===== src/rtl/tdm_demux.sv =====
// Time-division demultiplexer: collects N_CH serialized lane words into a shadow
// buffer and publishes the complete frame to DOUT in a single step.
module tdm_demux #(
    parameter int N_CH = 4,
    parameter int W    = 8,
    localparam int SW  = $clog2(N_CH)
) (
    input  logic                CLK,
    input  logic                RST,
    input  logic [W-1:0]        DIN,
    input  logic                DIN_VLD,
    input  logic                DIN_SOF,
    output logic [N_CH*W-1:0]   DOUT,
    output logic                DOUT_VLD,
    output logic [SW-1:0]       SLOT,
    output logic                BUSY,
    output logic                ERR
);

    localparam logic [0:0] S_IDLE = 1'b0;
    localparam logic [0:0] S_FILL = 1'b1;

    localparam logic [SW-1:0] SLOT_ZERO = SW'(0);
    localparam logic [SW-1:0] SLOT_ONE  = SW'(1);
    localparam logic [SW-1:0] SLOT_LAST = SW'(N_CH - 1);

    logic [0:0]             state_q, state_d;
    logic [SW-1:0]          slot_q, slot_d;
    logic [N_CH-1:0][W-1:0] shadow_q, shadow_d;
    logic [N_CH*W-1:0]      dout_q, dout_d;
    logic                   dout_vld_q, dout_vld_d;
    logic                   err_q, err_d;

    // Next-state logic: frame assembly, completion transfer and protocol errors
    always_comb begin
        state_d    = state_q;
        slot_d     = slot_q;
        shadow_d   = shadow_q;
        dout_d     = dout_q;
        dout_vld_d = 1'b0;
        err_d      = 1'b0;
        case (state_q)
            S_IDLE: begin
                if (DIN_VLD && DIN_SOF) begin
                    shadow_d[0] = DIN;
                    slot_d      = SLOT_ONE;
                    state_d     = S_FILL;
                end else if (DIN_VLD) begin
                    err_d = 1'b1;
                end else begin
                    state_d = S_IDLE;
                end
            end
            S_FILL: begin
                if (DIN_VLD && DIN_SOF) begin
                    // Premature SOF restarts the frame; DOUT keeps the last good frame
                    err_d       = 1'b1;
                    shadow_d[0] = DIN;
                    slot_d      = SLOT_ONE;
                end else if (DIN_VLD && (slot_q == SLOT_LAST)) begin
                    dout_d     = {DIN, shadow_q[N_CH-2:0]};
                    dout_vld_d = 1'b1;
                    slot_d     = SLOT_ZERO;
                    state_d    = S_IDLE;
                end else if (DIN_VLD) begin
                    shadow_d[slot_q] = DIN;
                    slot_d           = slot_q + SLOT_ONE;
                end else begin
                    state_d = S_FILL;
                end
            end
            default: begin
                state_d = S_IDLE;
                slot_d  = SLOT_ZERO;
            end
        endcase
    end

    // State registers with synchronous reset
    always_ff @(posedge CLK) begin
        if (RST) begin
            state_q    <= S_IDLE;
            slot_q     <= SLOT_ZERO;
            shadow_q   <= '{default: {W{1'b0}}};
            dout_q     <= {(N_CH*W){1'b0}};
            dout_vld_q <= 1'b0;
            err_q      <= 1'b0;
        end else begin
            state_q    <= state_d;
            slot_q     <= slot_d;
            shadow_q   <= shadow_d;
            dout_q     <= dout_d;
            dout_vld_q <= dout_vld_d;
            err_q      <= err_d;
        end
    end

    assign DOUT     = dout_q;
    assign DOUT_VLD = dout_vld_q;
    assign SLOT     = slot_q;
    assign BUSY     = (state_q == S_FILL);
    assign ERR      = err_q;

endmodule


===== config.mk =====
export PLATFORM = sky130hd
export DESIGN_NAME = tdm_demux
export DESIGN_NICKNAME = d
export VERILOG_FILES = /design/src/rtl/tdm_demux.sv
export SDC_FILE = /design/constraint.sdc
export NUM_CORES = 1
export LEC_CHECK = 0
export CORE_MARGIN = 1.5
export CORE_UTILIZATION = 54
export DETAILED_ROUTE_END_ITERATION = 6
export GPL_ROUTABILITY_DRIVEN = 0
export PLACE_DENSITY = 0.87
export SLEW_MARGIN = 20
export SYNTH_ARGS = -nofsm -noshare
export SYNTH_HDL_FRONTEND = slang
export SYNTH_SLANG_ARGS = --single-unit

===== constraint.sdc =====
create_clock -name CLK -period 3.75 [get_ports CLK]
set_input_delay 0.75 -clock CLK [delete_from_list [all_inputs] [get_ports CLK]]
set_output_delay 0.75 -clock CLK [all_outputs]
set_load 0.03 [all_outputs]

== After elaboration in Yosys (flattened, before gate mapping) ==
Cells that the tools add are included.
Cells by class
  div/mod/pow operators: 0
  reduce and logical (&&, ||, !) cells: 8
  $lt $le $gt $ge: 2
  mux-type cells: 21
  add/subtract/negate cells: 1
  shift-type cells: 0
  bitwise gates (word level): 3
  multiply operators: 0
  eq/ne operators: 5
Operators by type and width (number)
  8-bit 2-to-1 mux: 5
  32-bit bitwise mux: 1
  8-bit demux with 2-bit select: 1
  8-bit case mux with 2 select lines: 1
  2-bit 2-to-1 mux: 4
  1-bit 2-to-1 mux: 6
  3-bit AND reduction: 2
  4-bit by 2-bit inequality test with 1-bit output, second input constant: 1
  1-bit case mux with 2 select lines: 2
  2-bit case mux with 2 select lines: 1
  4-bit AND reduction: 1
  1-bit logical AND: 3
  2-bit by 3-bit less-than comparator with 1-bit output, second input constant: 1
  3-bit by 2-bit inequality test with 1-bit output, second input constant: 1
  3-bit inequality test, second input constant: 1
  1-bit inverter: 3
  3-bit OR reduction: 1
  2-bit by 1-bit adder with 2-bit output, second input constant: 1
  2-bit equality test, second input constant: 1
  2-bit by 1-bit greater-or-equal comparator with 1-bit output, second input constant: 1
  2-bit inequality test, second input constant: 1
  2-bit AND reduction: 1
Storage, ports and cells
  flip-flop bits (word level): 69
  logic and storage cells: 49
  bits in writable memories: 0
  latch bits: 0
  memories: 0
  bits in read-only memories: 0

== Longest topological paths before layout ==
Gate-level depths: netlist of the first run.
  depth in word-level cells: 9
  depth in mapped cells: 6
  depth with buffers taken out: 5

== Worst setup path after synthesis of the first run ==
No wires, ideal clock.
  kind: input to register
  start point: in DIN_VLD
  end point: reg shadow_q[10] (netlist name)
  setup slack: 2.135 ns
  data required time: 3.678 ns
  buffers on the path: 2
  stages on the path: 5
  data arrival time: 1.544 ns
  library setup time: 0.072 ns
  cells stage by stage: buf_4 and4bb_4 and2_1 buf_6 mux2i_1
Between the ends
  word-level cells in the longest chain between the ends: 3
  elaborated cells between the ends (all ways): 5
  those cells by class: bitwise (2); reduce/logical (3)
Ends and longest elaborated chain
  start: declaration: RTL line 11  | input logic DIN_VLD,
  1-bit logical AND, on equally long branches: RTL line 60, 55
  1-bit inverter (no line)
  4-bit AND reduction (no line) (*)
  end signal: assignment: RTL line 91  | shadow_q <= shadow_d;
  end: declaration: RTL line 29  | logic [N_CH-1:0][W-1:0] shadow_q, shadow_d;
Mark *: on every way between the ends. The rest lies on a longest branch, timed or not.
A chain may end at the register's enable or synchronous reset.

== Final worst setup path of the first run ==
  start point: reg state_q (netlist: BUSY)
  end point: out BUSY
RTL lines
  start: declaration: RTL line 27  | logic [0:0] state_q, state_d;
  start signal: assignment: RTL line 89  | state_q <= state_d;
  end: declaration: RTL line 16  | output logic BUSY,
No word-level cell between the ends.

==> summary.md, run 1 <==
| Metric | Value |
|---|---|
| #FFs+latches synth | between 60 and 70 |
| Multi-input logic area | just over 1000 sq um |
| Hold Crit Class | reg2reg |
| R2r startpoint | SLOT[0]$_SDFFE_PP0P_ |
| Share of cells above drive strength 1 | 5.84% |
| Via/cell ratio | about 5.2 |
| Layout filler cell count | 313 |
| Max-slew violations | 0 |
| Slew @ Worst Pin | slightly below 1 ns |
| Grt total ovfl | 0 |
| Final wirelength | approximately 4600 um |
| Syn Area/Cell | roughly 9 sq um |
| Hold_sp | DOUT[2]$_SDFFE_PP0P_ |
| CTS resizes | 0 |
| Largest net degree at the start of global routing | 70 |
| Width of the die | approximately 69 um |
| CTS tree | yes |
| Most frequent cells in the layout | 70 x nand2_1, 61 x dfxtp_1, 47 x clkdlybuf4s50_1, 34 x a21oi_1, 24 x nand2b_1 |
| Clock slew at reported path FFs | around 0.06 ns |
| Crit path cell chain | clkdlybuf4s50_1 |
| Max Cap Violations | 0 |
| Post-DR wirelength/cell | 13.0 um |
| Initial core utilization | roughly 57% |
| CP max stage delay | between 0.7 and 0.8 ns |
| Setup Buffers After CTS | 0 |
| Period utilisation layout | between 60% and 70% |
| Mapped Nets | 277 |
| Outcome | complete, no violations |
| Synthesis-to-layout area growth | 26.4% |
| Buf/Inv on CP | 1 |
| CP arrival | ~1.6 ns |
| Antenna-violating nets left | 0 |
| H-tree levels | 3 |
| TNS Setup | 0 ns |
| Synthesized area | 2350 sq um |
| Critical Path End Type | output port |
| Pwr per Cell Area | 407 nW/um^2 |
| DRC viols | 0 |
| Cells after Synth | 261 |
| Slew Limit Headroom | about 34% |
| CTS buffer count | 9 |
| Worst-path cell with the longest stage delay | clkdlybuf4s50_1 |
| Crit path from | BUSY$_SDFF_PP0_ |
| Die Height | between 60 and 70 um |
| Hpwl dp | 3100 um |
| Synth Flop Type | dfxtp_1 |
| Initial antenna violation count | 0 |
| Final setup violation count | 0 |
| I/O Pins | 49 |
| CP required | 3.00 ns |
| Port Buf Inserts | 48 |
| Synth unique cells | 23 |
| Number of flops mapped to enable cells by yosys | 0 |
| DRT Pass-1 Iters | 4 |
| Synth Warn # | 0 |
| Commonest non-fill, non-tap cell in the layout | nand2_1 |
| Clock sinks | between 60 and 70 |
| Die area | roughly 4800 sq um |
| Vias | 1867 |
| Core area | about 4100 sq um |
| Ys async rst share | 0% |
| Initial DRC Count | 139 |
| Worst-Skew Late Latency | 0.33 ns |
| RSZ-0062 raised after global routing | false |
| Hold bufs inserted after CTS | 0 |
| Crit-path leading delay family | buffers and inverters |
| Final setup margin | 1.43 ns |
| Total GRT Usage | between 20 and 25% |
| Worst-path maximum fanout | 10 |
| Leak | roughly 1.1 nW |
| Max Freq | 0.431 GHz |
| Number of global-route vias before repair | roughly 1600 |
| Place WS | between 1 and 1.5 ns |
| Clock Tree Buf Depth | 2 |
| Crit path kind | reg2out |
| Fin nets | 320 |
| Post-synth top area cell | dfxtp_1 |
| First-pass GRT wire length | between 7000 and 8000 um |
| Final critical-path required period | approximately 2.3 ns |
| N_diodes | 0 |
| Worst clock skew | slightly above 0.005 ns |
| Synth top area cells | dfxtp_1 52%, nand2_1 11%, a21oi_1 7.2% |
| Maximum VDD drop | roughly 260 uV |
| Row cnt | 23 |
| Seq/Total Area, Yosys | 52.0% |
| Final hold vios | 0 |
| Root buf cell | clkbuf_8 |
| FF/Latch Area | about 1200 sq um |
| Critical path launch point type | register |
| Post-synth top area share | around 52% |
[cells in the mapped netlist, types with 2 or more instances]
cell / n
nand2_1: 70
inv_1: 2
nand2b_1: 24
dfxtp_1: 61
a21oi_1: 34
buf_2: 8
o21ai_0: 10
clkbuf_1: 7
buf_4: 2
mux2i_1: 16
nor2_1: 2
nor3b_1: 2
nand4b_1: 9
ha_1: 4
and2_1: 2
[path summary, 6_finish.rpt]
kind              slack (ns)  cells after the start                    end
hold / removal          0.45                      2   DOUT[2]$_SDFFE_PP0P_
setup reg to reg        1.82                      5  DOUT[29]$_SDFFE_PP0P_
hold reg to reg         0.45                      2   DOUT[2]$_SDFFE_PP0P_
setup / recovery        1.43                      1                   BUSY
[logic make-up after synthesis]
group	count (synthesis)	share of synthesized area (%)
AO/OA/AOI/OAI	45	9.70
XOR/XNOR	1	0.373
adder cells (fa/ha/maj)	4	2.13
buffers and inverters	20	4.26
flip-flops	61	52.0
multiplexers	16	6.82
AND/OR/NAND/NOR	114	24.7
[registers in the layout (all words and copies together), names as in the netlist]
signal	cells
DOUT	32
shadow_q	24
SLOT	2
BUSY	1
DOUT_VLD	1
ERR	1
[layer usage]
layer	vias to the layer above	share of wire [%]	GRT usage [%]
li1	944	-	-
met4	0	0.88	8.09
met5	-	0	0
met3	4	4.7	7.79
met1	872	45	27.7
met2	47	49	32.9
[power breakdown]
group | leakage (nW) | switching, W | total, W | internal, W
Clock | 0.0833 | 0.000230 | 0.000482 | 0.000252
Sequential | 0.493 | 0.00000667 | 0.000663 | 0.000657
Combinational | 0.487 | 0.0000339 | 0.0000618 | 0.0000279
Total | 1.06 | 0.000270 | 0.00121 | 0.000937
[layout make-up]
class / instances / area share [%]
clock inverters: 2 / 0.337
inverters: 2 / 0.253
repair buffers: 50 / 16.5
clock buffers: 13 / 5.02
multi-input cells: 180 / 34.6
flip-flops and latches: 61 / 41.1
well taps: 50 / 2.11
[metrics by stage]
step / total power, W / instance area (sq um) / std cells / utilization [%] / hold WS [ns]
3_3_place_gp: 0.000738 / 2810 / 343 / 68.7 / 0.444
4_1_cts: 0.00121 / 2970 / 358 / 72.6 / 0.456
2_1_floorplan: 0.000715 / 2350 / 261 / - / 0.432
5_1_grt: 0.00126 / 2970 / 358 / 72.6 / 0.477
3_5_place_dp: 0.000739 / 2810 / 343 / 68.7 / 0.448
6_report: 0.00121 / 2970 / 358 / 72.6 / 0.454
Note: power is estimated with default switching activity, not from simulation.
==> run 2, diff against run 1 <==
- CORE_UTILIZATION: 54 -> 45
- PLACE_DENSITY: 0.87 -> 0.78
- clock period: 3.75 -> 2.1 ns (I/O delays scaled with it)
==> summary.md, run 2 (synthesis results as in run 1) <==
| Metric | Value |
|---|---|
| Final hold vios | 0 |
| Finished Cell Area | 3070 sq um |
| Width of the die | about 75 um |
| Critical Path End Type | output port |
| FF/Latch Area | between 1000 and 1500 sq um |
| Slew @ Worst Pin | about 0.34 ns |
| Largest net degree at the start of global routing | 54 |
| DRT Pass-1 Iters | 5 |
| CP arrival | between 1 and 1.5 ns |
| Period utilisation layout | 90.6% |
| Leak | about 1.1 nW |
| Pwr per Cell Area | between 700 and 800 nW/um^2 |
| DRC viols | 0 |
| Total GRT Usage | 18.6% |
| N_diodes | 0 |
| CTS resizes | 0 |
| Hold Crit Class | in2reg |
| Most frequent cells in the layout | 70 x nand2_1, 61 x dfxtp_1, 47 x clkdlybuf4s50_1, 34 x a21oi_1, 24 x nand2b_1 |
| Core area | just over 5000 sq um |
| Root buf cell | clkbuf_8 |
| Hpwl dp | roughly 3200 um |
| Hold bufs inserted after CTS | 0 |
| Row cnt | 26 |
| Post-DR wirelength/cell | around 12 um |
| Clock Tree Buf Depth | 2 |
| Layout filler cell count | about 480 |
| Die Height | 75.2 um |
| Setup Buffers After CTS | 0 |
| First-pass GRT wire length | 7730 um |
| Crit-path leading delay family | buffers and inverters |
| Antenna-violating nets left | 0 |
| Fin nets | about 330 |
| CTS buffer count | 9 |
| Via/cell ratio | about 4.8 |
| Final wirelength | approximately 4800 um |
| CP required | approximately 1.7 ns |
| Initial core utilization | 46.3% |
| Final setup violation count | 0 |
| I/O Pins | just under 50 |
| Commonest non-fill, non-tap cell in the layout | nand2_1 |
| TNS Setup | 0 ns |
| Synthesis-to-layout area growth | 30.5% |
| Crit path kind | reg2out |
| Maximum VDD drop | 475 uV |
| Port Buf Inserts | 48 |
| H-tree levels | 3 |
| Max Cap Violations | 0 |
| Outcome | complete, no violations |
| Final critical-path required period | approximately 1.9 ns |
| RSZ-0062 raised after global routing | false |
| CP max stage delay | a little over 0.7 ns |
| Number of global-route vias before repair | 1667 |
| Final cell utilization of the core | 60.4% |
| Initial antenna violation count | 0 |
| Vias | 1860 |
| Place WS | 0.250 ns |
| Clock sinks | around 60 |
| Clock slew at reported path FFs | 0.06 ns |
| Worst-Skew Late Latency | ~0.33 ns |
| Grt total ovfl | 0 |
| Crit path cell chain | clkdlybuf4s50_1 |
| Worst clock skew | a little under 0.007 ns |
| DP Area | roughly 2900 sq um |
| Max reg flops | 32 |
| Worst-path cell with the longest stage delay | clkdlybuf4s50_1 |
| Final setup margin | 0.198 ns |
| Share of cells above drive strength 1 | under 10% |
| Multi-input logic area | between 1000 and 1500 sq um |
| Max Freq | 0.526 GHz |
| Initial DRC Count | 116 |
| Critical path launch point type | register |
| Max-slew violations | 0 |
| Slew Limit Headroom | between 70% and 80% |
| CTS tree | yes |
| Worst-path maximum fanout | 6 |
| Buf/Inv on CP | 1 |
| Die area | 5660 sq um |
==> run 2: cell count changes in the layout (fill, tap and decap cells not counted), sizes merged <==
cell and delta:
buf +8
==> run 2: path summary, 6_finish.rpt <==
check        cells past startpoint            startpoint                       end  slack (ns)
max                              1  SLOT[0]$_SDFFE_PP0P_                   SLOT[0]        0.20
min                              2                   RST     DOUT[22]$_SDFFE_PP0P_        0.45
max reg2reg                      4  SLOT[0]$_SDFFE_PP0P_  shadow_q[9]$_SDFFE_PP0P_        0.49
min reg2reg                      2  DOUT[2]$_SDFFE_PP0P_      DOUT[2]$_SDFFE_PP0P_        0.45
==> run 2: report_power, final <==
part	leakage [nW]	total, W	internal (W)	switching [W]
clock	0.0833	0.000859	0.000451	0.000409
combinational	0.530	0.000126	0.0000593	0.0000669
sequential	0.493	0.00118	0.00117	0.00000965
==> run 2: per-layer routing <==
layer | up-vias | GRT usage (%) | wire, um
met5 | - | 0 | 0
met4 | 0 | 8.13 | 101
met3 | 9 | 6.96 | 243
met2 | 45 | 27.4 | 2220
met1 | 844 | 24.6 | 2250
li1 | 962 | - | -
==> run 2: stage by stage <==
step,total power (W),std cells,hold slack (ns)
2_1_floorplan,0.00128,261,0.432
3_3_place_gp,0.00133,371,0.444
3_5_place_dp,0.00133,371,0.445
4_1_cts,0.00219,386,0.443
5_1_grt,0.00225,386,0.459
6_report,0.00217,386,0.451
==> run 2: area by class of cell <==
type / count / area share, %
clock inverters: 2 / 0.327
clock buffers: 13 / 4.86
well taps: 70 / 2.86
flip-flops and latches: 61 / 39.8
inverters: 2 / 0.245
repair buffers: 58 / 18.4
multi-input cells: 180 / 33.5
